--- config.mk ---
export PLATFORM = sky130hd
export DESIGN_NAME = rdbuf_drain
export DESIGN_NICKNAME = d
export VERILOG_FILES = /design/src/rtl/rdbuf_drain_pkg.sv /design/src/rtl/rdbuf_drain_fifo.sv /design/src/rtl/rdbuf_drain.sv
export SDC_FILE = /design/constraint.sdc
export NUM_CORES = 1
export LEC_CHECK = 0
export CAP_MARGIN = 15
export CORE_ASPECT_RATIO = 1.5
export CORE_MARGIN = 1
export CORE_UTILIZATION = 49
export DETAILED_ROUTE_END_ITERATION = 8
export PLACE_DENSITY = 0.74
export SLEW_MARGIN = 20
export SYNTH_ARGS = -nofsm -noshare
export SYNTH_HDL_FRONTEND = slang
export SYNTH_HIERARCHICAL = 1
export SYNTH_SLANG_ARGS = --single-unit
--- constraint.sdc ---
create_clock -name clk_i -period 3.3 [get_ports clk_i]
set_input_delay 0.66 -clock clk_i [delete_from_list [all_inputs] [get_ports clk_i]]
set_output_delay 0.66 -clock clk_i [all_outputs]
set_load 0.03 [all_outputs]
--- src/rtl/rdbuf_drain_pkg.sv ---
// rdbuf_drain_pkg
// Shared types and constants for the read-buffer drain engine:
//   - u8_t / u9_t / u64_t : common word/counter types
//   - AXI_RESP_*          : AXI write-response encodings
//   - drain_state_e       : drain FSM states
package rdbuf_drain_pkg;

  typedef logic [7:0]  u8_t;
  typedef logic [8:0]  u9_t;
  typedef logic [63:0] u64_t;

  localparam logic [1:0] AXI_RESP_OKAY   = 2'b00;
  localparam logic [1:0] AXI_RESP_SLVERR = 2'b10;

  typedef enum logic [2:0] {
    ST_IDLE,
    ST_ADDR,
    ST_DATA,
    ST_RESP,
    ST_FIN
  } drain_state_e;

endpackage

--- src/rtl/rdbuf_drain_fifo.sv ---
// rdbuf_drain_fifo
// Small synchronous FIFO holding prefetched buffer words ahead of the W channel.
// Ports:
//   clk_i, xrst_i      clock, asynchronous active-low reset
//   push_i, data_i     write strobe and data
//   pop_i              read strobe (head advances)
//   data_o             current head entry
//   empty_o            no entries stored
//   count_o            number of stored entries
module rdbuf_drain_fifo #(
  parameter int WIDTH = 64,
  parameter int DEPTH = 4,
  parameter int CNT_W = $clog2(DEPTH + 1)
) (
  input  logic             clk_i,
  input  logic             xrst_i,
  input  logic             push_i,
  input  logic [WIDTH-1:0] data_i,
  input  logic             pop_i,
  output logic [WIDTH-1:0] data_o,
  output logic             empty_o,
  output logic [CNT_W-1:0] count_o
);

  localparam int PTR_W = $clog2(DEPTH);

  logic [WIDTH-1:0] mem_q [DEPTH];
  logic [PTR_W-1:0] wrPtr_q, wrPtr_d, rdPtr_q, rdPtr_d;
  logic [CNT_W-1:0] count_q, count_d;

  // Pointers wrap explicitly so DEPTH need not be a power of two.
  function automatic logic [PTR_W-1:0] nextPtr(input logic [PTR_W-1:0] p);
    return (p == PTR_W'(DEPTH - 1)) ? '0 : p + PTR_W'(1);
  endfunction

  always_comb begin
    wrPtr_d = wrPtr_q;
    rdPtr_d = rdPtr_q;
    count_d = count_q;
    if (push_i) wrPtr_d = nextPtr(wrPtr_q);
    if (pop_i)  rdPtr_d = nextPtr(rdPtr_q);
    case ({push_i, pop_i})
      2'b10:   count_d = count_q + CNT_W'(1);
      2'b01:   count_d = count_q - CNT_W'(1);
      default: count_d = count_q;
    endcase
  end

  always_ff @(posedge clk_i or negedge xrst_i) begin
    if (!xrst_i) begin
      wrPtr_q <= '0;
      rdPtr_q <= '0;
      count_q <= '0;
    end else begin
      wrPtr_q <= wrPtr_d;
      rdPtr_q <= rdPtr_d;
      count_q <= count_d;
    end
  end

  // Storage needs no reset; the pointers define which entries are live.
  always_ff @(posedge clk_i) begin
    if (push_i) mem_q[wrPtr_q] <= data_i;
  end

  assign data_o  = mem_q[rdPtr_q];
  assign empty_o = (count_q == '0);
  assign count_o = count_q;

endmodule

--- src/rtl/rdbuf_drain.sv ---
// rdbuf_drain
// Reads the output buffer's 64-bit port A sequentially and streams the words
// to DDR as AXI4 INCR write bursts, one burst outstanding at a time.
// Ports:
//   clk_i, xrst_i                clock, asynchronous active-low reset
//   start_i, base_i, nwords_i    job kick, DDR base address, word count (0..256)
//   busy_o, done_o, err_o        job status; err_o is sticky until next start
//   buf_addr_o, buf_dout_i       buffer port-A address / read data
//   aw*_o/_i, w*_o/_i, b*_o/_i   AXI4 write address, data and response channels
module rdbuf_drain
  import rdbuf_drain_pkg::*;
#(
  parameter int BURST_LEN  = 16,
  parameter int RD_LAT     = 2,
  parameter int FIFO_DEPTH = 4
) (
  input  logic        clk_i,
  input  logic        xrst_i,
  input  logic        start_i,
  input  logic [31:0] base_i,
  input  u9_t         nwords_i,
  output logic        busy_o,
  output logic        done_o,
  output logic        err_o,
  output u8_t         buf_addr_o,
  input  u64_t        buf_dout_i,
  output logic [31:0] awaddr_o,
  output u8_t         awlen_o,
  output logic        awvalid_o,
  input  logic        awready_i,
  output u64_t        wdata_o,
  output logic [7:0]  wstrb_o,
  output logic        wlast_o,
  output logic        wvalid_o,
  input  logic        wready_i,
  input  logic [1:0]  bresp_i,
  input  logic        bvalid_i,
  output logic        bready_o
);

  localparam int         CNT_W       = $clog2(FIFO_DEPTH + 1);
  localparam u9_t        BURST_WORDS = u9_t'(BURST_LEN);
  localparam logic [7:0] DEPTH_W     = 8'(FIFO_DEPTH);

  drain_state_e      state_q, state_d;
  logic [31:0]       base_q, base_d;
  u9_t               nwords_q, nwords_d;
  u9_t               sent_q, sent_d;
  u9_t               rdIssued_q, rdIssued_d;
  u8_t               beat_q, beat_d;
  u8_t               awlen_q, awlen_d;
  logic              err_q, err_d;
  logic [RD_LAT-1:0] vld_q, vld_d;

  u9_t               remaining, burstWords;
  u8_t               curLen;
  logic [7:0]        inFlight;
  logic              prefetchOn, issue, wHandshake;
  logic              fifoEmpty;
  logic [CNT_W-1:0]  fifoCount;
  u64_t              fifoHead;

  rdbuf_drain_fifo #(
    .WIDTH (64),
    .DEPTH (FIFO_DEPTH),
    .CNT_W (CNT_W)
  ) u_fifo (
    .clk_i   (clk_i),
    .xrst_i  (xrst_i),
    .push_i  (vld_q[RD_LAT-1]),
    .data_i  (buf_dout_i),
    .pop_i   (wHandshake),
    .data_o  (fifoHead),
    .empty_o (fifoEmpty),
    .count_o (fifoCount)
  );

  // Burst sizing and the prefetch engine. A read is issued only when the
  // FIFO plus the reads still in the latency pipeline cannot overflow, so a
  // pushed word always finds a free slot.
  always_comb begin
    remaining  = nwords_q - sent_q;
    burstWords = (remaining > BURST_WORDS) ? BURST_WORDS : remaining;
    curLen     = u8_t'(burstWords - 9'd1);

    inFlight = '0;
    for (int i = 0; i < RD_LAT; i++) inFlight = inFlight + 8'(vld_q[i]);

    prefetchOn = (state_q == ST_ADDR) || (state_q == ST_DATA) || (state_q == ST_RESP);
    issue      = prefetchOn && (rdIssued_q < nwords_q) &&
                 ((8'(fifoCount) + inFlight) < DEPTH_W);

    vld_d[0] = issue;
    for (int i = 1; i < RD_LAT; i++) vld_d[i] = vld_q[i-1];
  end

  // Drain FSM: next state plus all AXI/status outputs, defaults first.
  // An empty job still passes through ADDR for one busy cycle (without
  // raising awvalid), so its done pulse lands two cycles after start.
  always_comb begin
    state_d    = state_q;
    base_d     = base_q;
    nwords_d   = nwords_q;
    sent_d     = sent_q;
    rdIssued_d = rdIssued_q + u9_t'(issue);
    beat_d     = beat_q;
    awlen_d    = awlen_q;
    err_d      = err_q;
    wHandshake = 1'b0;
    busy_o     = 1'b0;
    done_o     = 1'b0;
    awvalid_o  = 1'b0;
    awaddr_o   = '0;
    awlen_o    = '0;
    wvalid_o   = 1'b0;
    wdata_o    = '0;
    wstrb_o    = '0;
    wlast_o    = 1'b0;
    bready_o   = 1'b0;

    case (state_q)
      ST_IDLE: begin
        if (start_i) begin
          base_d     = base_i;
          nwords_d   = nwords_i;
          err_d      = 1'b0;
          sent_d     = '0;
          rdIssued_d = '0;
          beat_d     = '0;
          state_d    = ST_ADDR;
        end
      end
      ST_ADDR: begin
        busy_o = 1'b1;
        if (remaining == '0) begin
          state_d = ST_FIN;
        end else begin
          awvalid_o = 1'b1;
          awaddr_o  = base_q + {20'd0, sent_q, 3'd0};
          awlen_o   = curLen;
          if (awready_i) begin
            awlen_d = curLen;
            beat_d  = '0;
            state_d = ST_DATA;
          end
        end
      end
      ST_DATA: begin
        busy_o   = 1'b1;
        wvalid_o = !fifoEmpty;
        if (wvalid_o) begin
          wdata_o = fifoHead;
          wstrb_o = 8'hFF;
          wlast_o = (beat_q == awlen_q);
        end
        wHandshake = wvalid_o && wready_i;
        if (wHandshake) begin
          sent_d = sent_q + 9'd1;
          beat_d = beat_q + 8'd1;
          if (wlast_o) state_d = ST_RESP;
        end
      end
      ST_RESP: begin
        busy_o   = 1'b1;
        bready_o = 1'b1;
        if (bvalid_i) begin
          if (bresp_i != AXI_RESP_OKAY) err_d = 1'b1;
          state_d = (sent_q == nwords_q) ? ST_FIN : ST_ADDR;
        end
      end
      ST_FIN: begin
        done_o  = 1'b1;
        state_d = ST_IDLE;
      end
      default: state_d = ST_IDLE;
    endcase
  end

  always_ff @(posedge clk_i or negedge xrst_i) begin
    if (!xrst_i) begin
      state_q    <= ST_IDLE;
      base_q     <= '0;
      nwords_q   <= '0;
      sent_q     <= '0;
      rdIssued_q <= '0;
      beat_q     <= '0;
      awlen_q    <= '0;
      err_q      <= 1'b0;
      vld_q      <= '0;
    end else begin
      state_q    <= state_d;
      base_q     <= base_d;
      nwords_q   <= nwords_d;
      sent_q     <= sent_d;
      rdIssued_q <= rdIssued_d;
      beat_q     <= beat_d;
      awlen_q    <= awlen_d;
      err_q      <= err_d;
      vld_q      <= vld_d;
    end
  end

  assign err_o      = err_q;
  assign buf_addr_o = rdIssued_q[7:0];

endmodule

==> flow_summary.json <==
{
  "outcome": "finished, violations left",
  "violations": "negative setup slack",
  "path_buf_inv": 2,
  "worstPathRequired_ns": 2.64,
  "cts.clk_slew.worst_paths_ns": 0.06,
  "cts_buffers": 34,
  "arrival_ns": 3.37,
  "grt_pass1_wl_mm": 51.6,
  "dpl.hpwl_mm": 22.0,
  "cts_sinks": 344,
  "critPathTopFamily": "compound AO/OA/AOI/OAI gates",
  "register_area_um2": 9900,
  "p_leak_uw": 0.00749,
  "avgSynthCellArea_um2": 15.3,
  "synth_seq_area_share": 0.633,
  "gp_congestion": 0.910,
  "synthTopCellsByCount": "edfxtp_1 (256), dfrtp_1 (88), and2_1 (75)",
  "fp-row-count": 79,
  "syn_area_um2": 15600,
  "layout-drive-gt1-share": 0.304,
  "hp-class": "primary input to async pin",
  "htree_levels": 2,
  "layout_setup_ws_ns": -0.726,
  "start_kind": "flip-flop",
  "yosysTopAreaCellShare": 0.492,
  "coreArea_um2": 31200,
  "tritoncts": "built",
  "cpPeakStageDelay_ns": 0.42,
  "path_cells": "inv_2, ha_4, nor2b_4, o31a_1, o311a_1, o2111ai_4, or3_4, ha_4, nand2_2, or4_4, o21a_1, nor2_4, buf_6",
  "synthTopCellsByArea": "edfxtp_1 (49%), dfrtp_1 (14%), mux4_2 (9.2%), and2_1 (3.0%), ha_1 (3.0%)",
  "routed_wl_mm": 33.5,
  "worst-setup-path-type": "flip-flop to output port",
  "crit_top_cell": "ha_4",
  "multiInputGateArea_um2": 5350,
  "vdd_drop_max_mv": 0.610,
  "drt-initial-drc-count": 373,
  "die-area_um2": 32600,
  "clock-root-buffer": "clkbuf_16",
  "dpl_worst_slack_ns": -0.289,
  "grt_max_degree": 73,
  "drt-pass1-iter-count": 4,
  "viasPerCell": 5.40,
  "antenna_found_initial": 1,
  "rr_startpoint": "nwords_q[1]",
  "ys_warn_count": 6,
  "reg2reg_setup_slack_ns": 0.29,
  "max_freq_mhz": 248,
  "drtAntennaViolNets": 0,
  "drc": 0,
  "finalCriticalPeriod_ns": 4.03,
  "io_pins": 240,
  "worstRegToRegCells": 15,
  "synth_edf_count": 256,
  "end_kind": "output port",
  "die_width_um": 148,
  "final_nets": 1467,
  "grt.total_usage": 0.208,
  "design_area_um2": 19900,
  "max_slew_margin": 0.521,
  "start_util": 0.500,
  "async_flop_share": 0.256,
  "io_buffers": 237,
  "fin_util": 0.636,
  "synth_seq_cells": 344,
  "ys_types": 66,
  "synth_most_common_cell": "edfxtp_1",
  "first_global_vias": 9891,
  "finalSetupViolCount": 39,
  "rr_endpoint": "rdIssued_q[6]",
  "via_count": 9402,
  "rsz0062_at_grt": "true",
  "slew_violations": 0,
  "area_growth_pct": 27.2,
  "syn_inst": 1022,
  "tightest_slew_ns": 0.719,
  "ctsHoldBuffers": 0,
  "fillCellCount": 2277,
  "detailed_place.area_um2": 18600,
  "finalSetupTns_ns": -21.53,
  "ctsLongestPathBuffers": 3,
  "grt_overflow": 0,
  "fp.dieH_um": 221,
  "hold_viol_final": 0,
  "worstPathMaxFanout": 5,
  "clock_latency_ns": 0.53,
  "period_share": 1.22,
  "finalClockSkew_ns": 0.0104,
  "diodes": 0,
  "synthFlopType": "edfxtp_1",
  "wl_per_cell_um": 19.2,
  "maxCapViolCount": 0,
  "synth_area_leader_cell": "edfxtp_1",
  "finalPower_uw": 18500,
  "power.density_nw_per_um2": 931,
  "crit_path_top_delay_cell": "or4_4"
}
metrics by stage:
stage	std cells	hold slack, ns
2_1_floorplan	1023	0.360
3_3_place_gp	1672	0.369
3_5_place_dp	1672	0.377
4_1_cts	1741	0.124
5_1_grt	1742	0.154
6_report	1742	0.122
cells by family (layout without fill, tap and decap cells):
kind of cell / Yosys count / after routing / share of synthesized area
flops: 344 / 344 / 0.633
simple gates: 291 / 291 / 0.109
mux: 100 / 100 / 0.118
buf+inv: 98 / 412 / 0.0354
compound gates: 92 / 92 / 0.0397
xor+xnor: 56 / 56 / 0.0319
fa+ha+maj: 40 / 40 / 0.0335
other cells: 1 / 2 / 0.000240
worst max path at each step:
| stage | start | endpoint | cells past startpoint | slack, ns |
|---|---|---|---|---|
| floorplan | sent_q[1] | awlen_o[4] | 12 | -0.29 |
| global placement | sent_q[1] | awlen_o[4] | 13 | -0.26 |
| detailed placement | sent_q[1] | awlen_o[4] | 13 | -0.29 |
| CTS | sent_q[0] | awlen_o[4] | 13 | -0.77 |
| global route | sent_q[1] | awlen_o[4] | 13 | -0.84 |
| finish | sent_q[1] | awlen_o[4] | 13 | -0.73 |
power breakdown:
part | internal, uW | leakage [uW] | total [uW] | switching, uW
logic | 3890 | 0.00357 | 8540 | 4660
clock network | 1930 | 0.000487 | 3540 | 1610
registers | 5840 | 0.00344 | 6420 | 579
total | 11700 | 0.00749 | 18500 | 6840
metal layers:
metal | track usage | wire length, um | vias to the layer above
li1 | - | - | 4354
met1 | 0.232 | 12500 | 4677
met2 | 0.374 | 17400 | 293
met3 | 0.0586 | 2500 | 76
met4 | 0.0828 | 1070 | 2
met5 | 0 | 11 | -
state kept, by name (all words and copies together) (netlist names):
signal and count:
u_fifo/wrPtr_q 2, sent_q 9, u_fifo/count_o 3, err_o 1, u_fifo/mem_q 256, base_q 32, nwords_q 9, rdIssued_q 9
beat_q 8, awlen_q 8, vld_q 2, state_q 3, u_fifo/rdPtr_q 2
timing repair:
action,CTS,global route
gates resized for setup,14,4
cloned,2,0
buffers inserted,8,1
pin swaps,8,3
endpoints found under the setup margin,60,85
cell usage in the layout, fill, tap and decap left out, drive strengths merged, types with 37 or more instances in the layout:
| cell | Yosys | layout |
|---|---|---|
| clkdlybuf4s50 | 0 | 123 |
| inv | 40 | 43 |
| mux4 | 64 | 64 |
| and2 | 75 | 75 |
| nand2 | 55 | 55 |
| buf | 41 | 188 |
| clkbuf | 17 | 42 |
| edfxtp | 256 | 256 |
| ha | 37 | 37 |
| dfrtp | 88 | 88 |
| nor2 | 78 | 78 |
| o21ai | 37 | 37 |
worst reg2reg max path, cell delays in order, from the launching register on:
cell      delay, ns
dfrtp_1        0.39
inv_1          0.10
buf_4          0.16
ha_1           0.26
a21o_1         0.16
a21o_1         0.17
a21o_1         0.18
a211oi_1       0.22
o21ai_0        0.13
nand2_1        0.15
ha_1           0.20
ha_1           0.19
and3_1         0.24
nand3_1        0.12
xor2_1         0.16
nor2_1         0.06
cell type report:
class | instances | area share
repair buffers | 313 | 0.149
multi-input cells | 581 | 0.269
inverters | 40 | 0.00755
clock buffers | 42 | 0.0443
flip-flops and latches | 344 | 0.498
well taps | 405 | 0.0255
clock inverters | 17 | 0.00667
No activity file was read; power rests on OpenSTA's default activity.
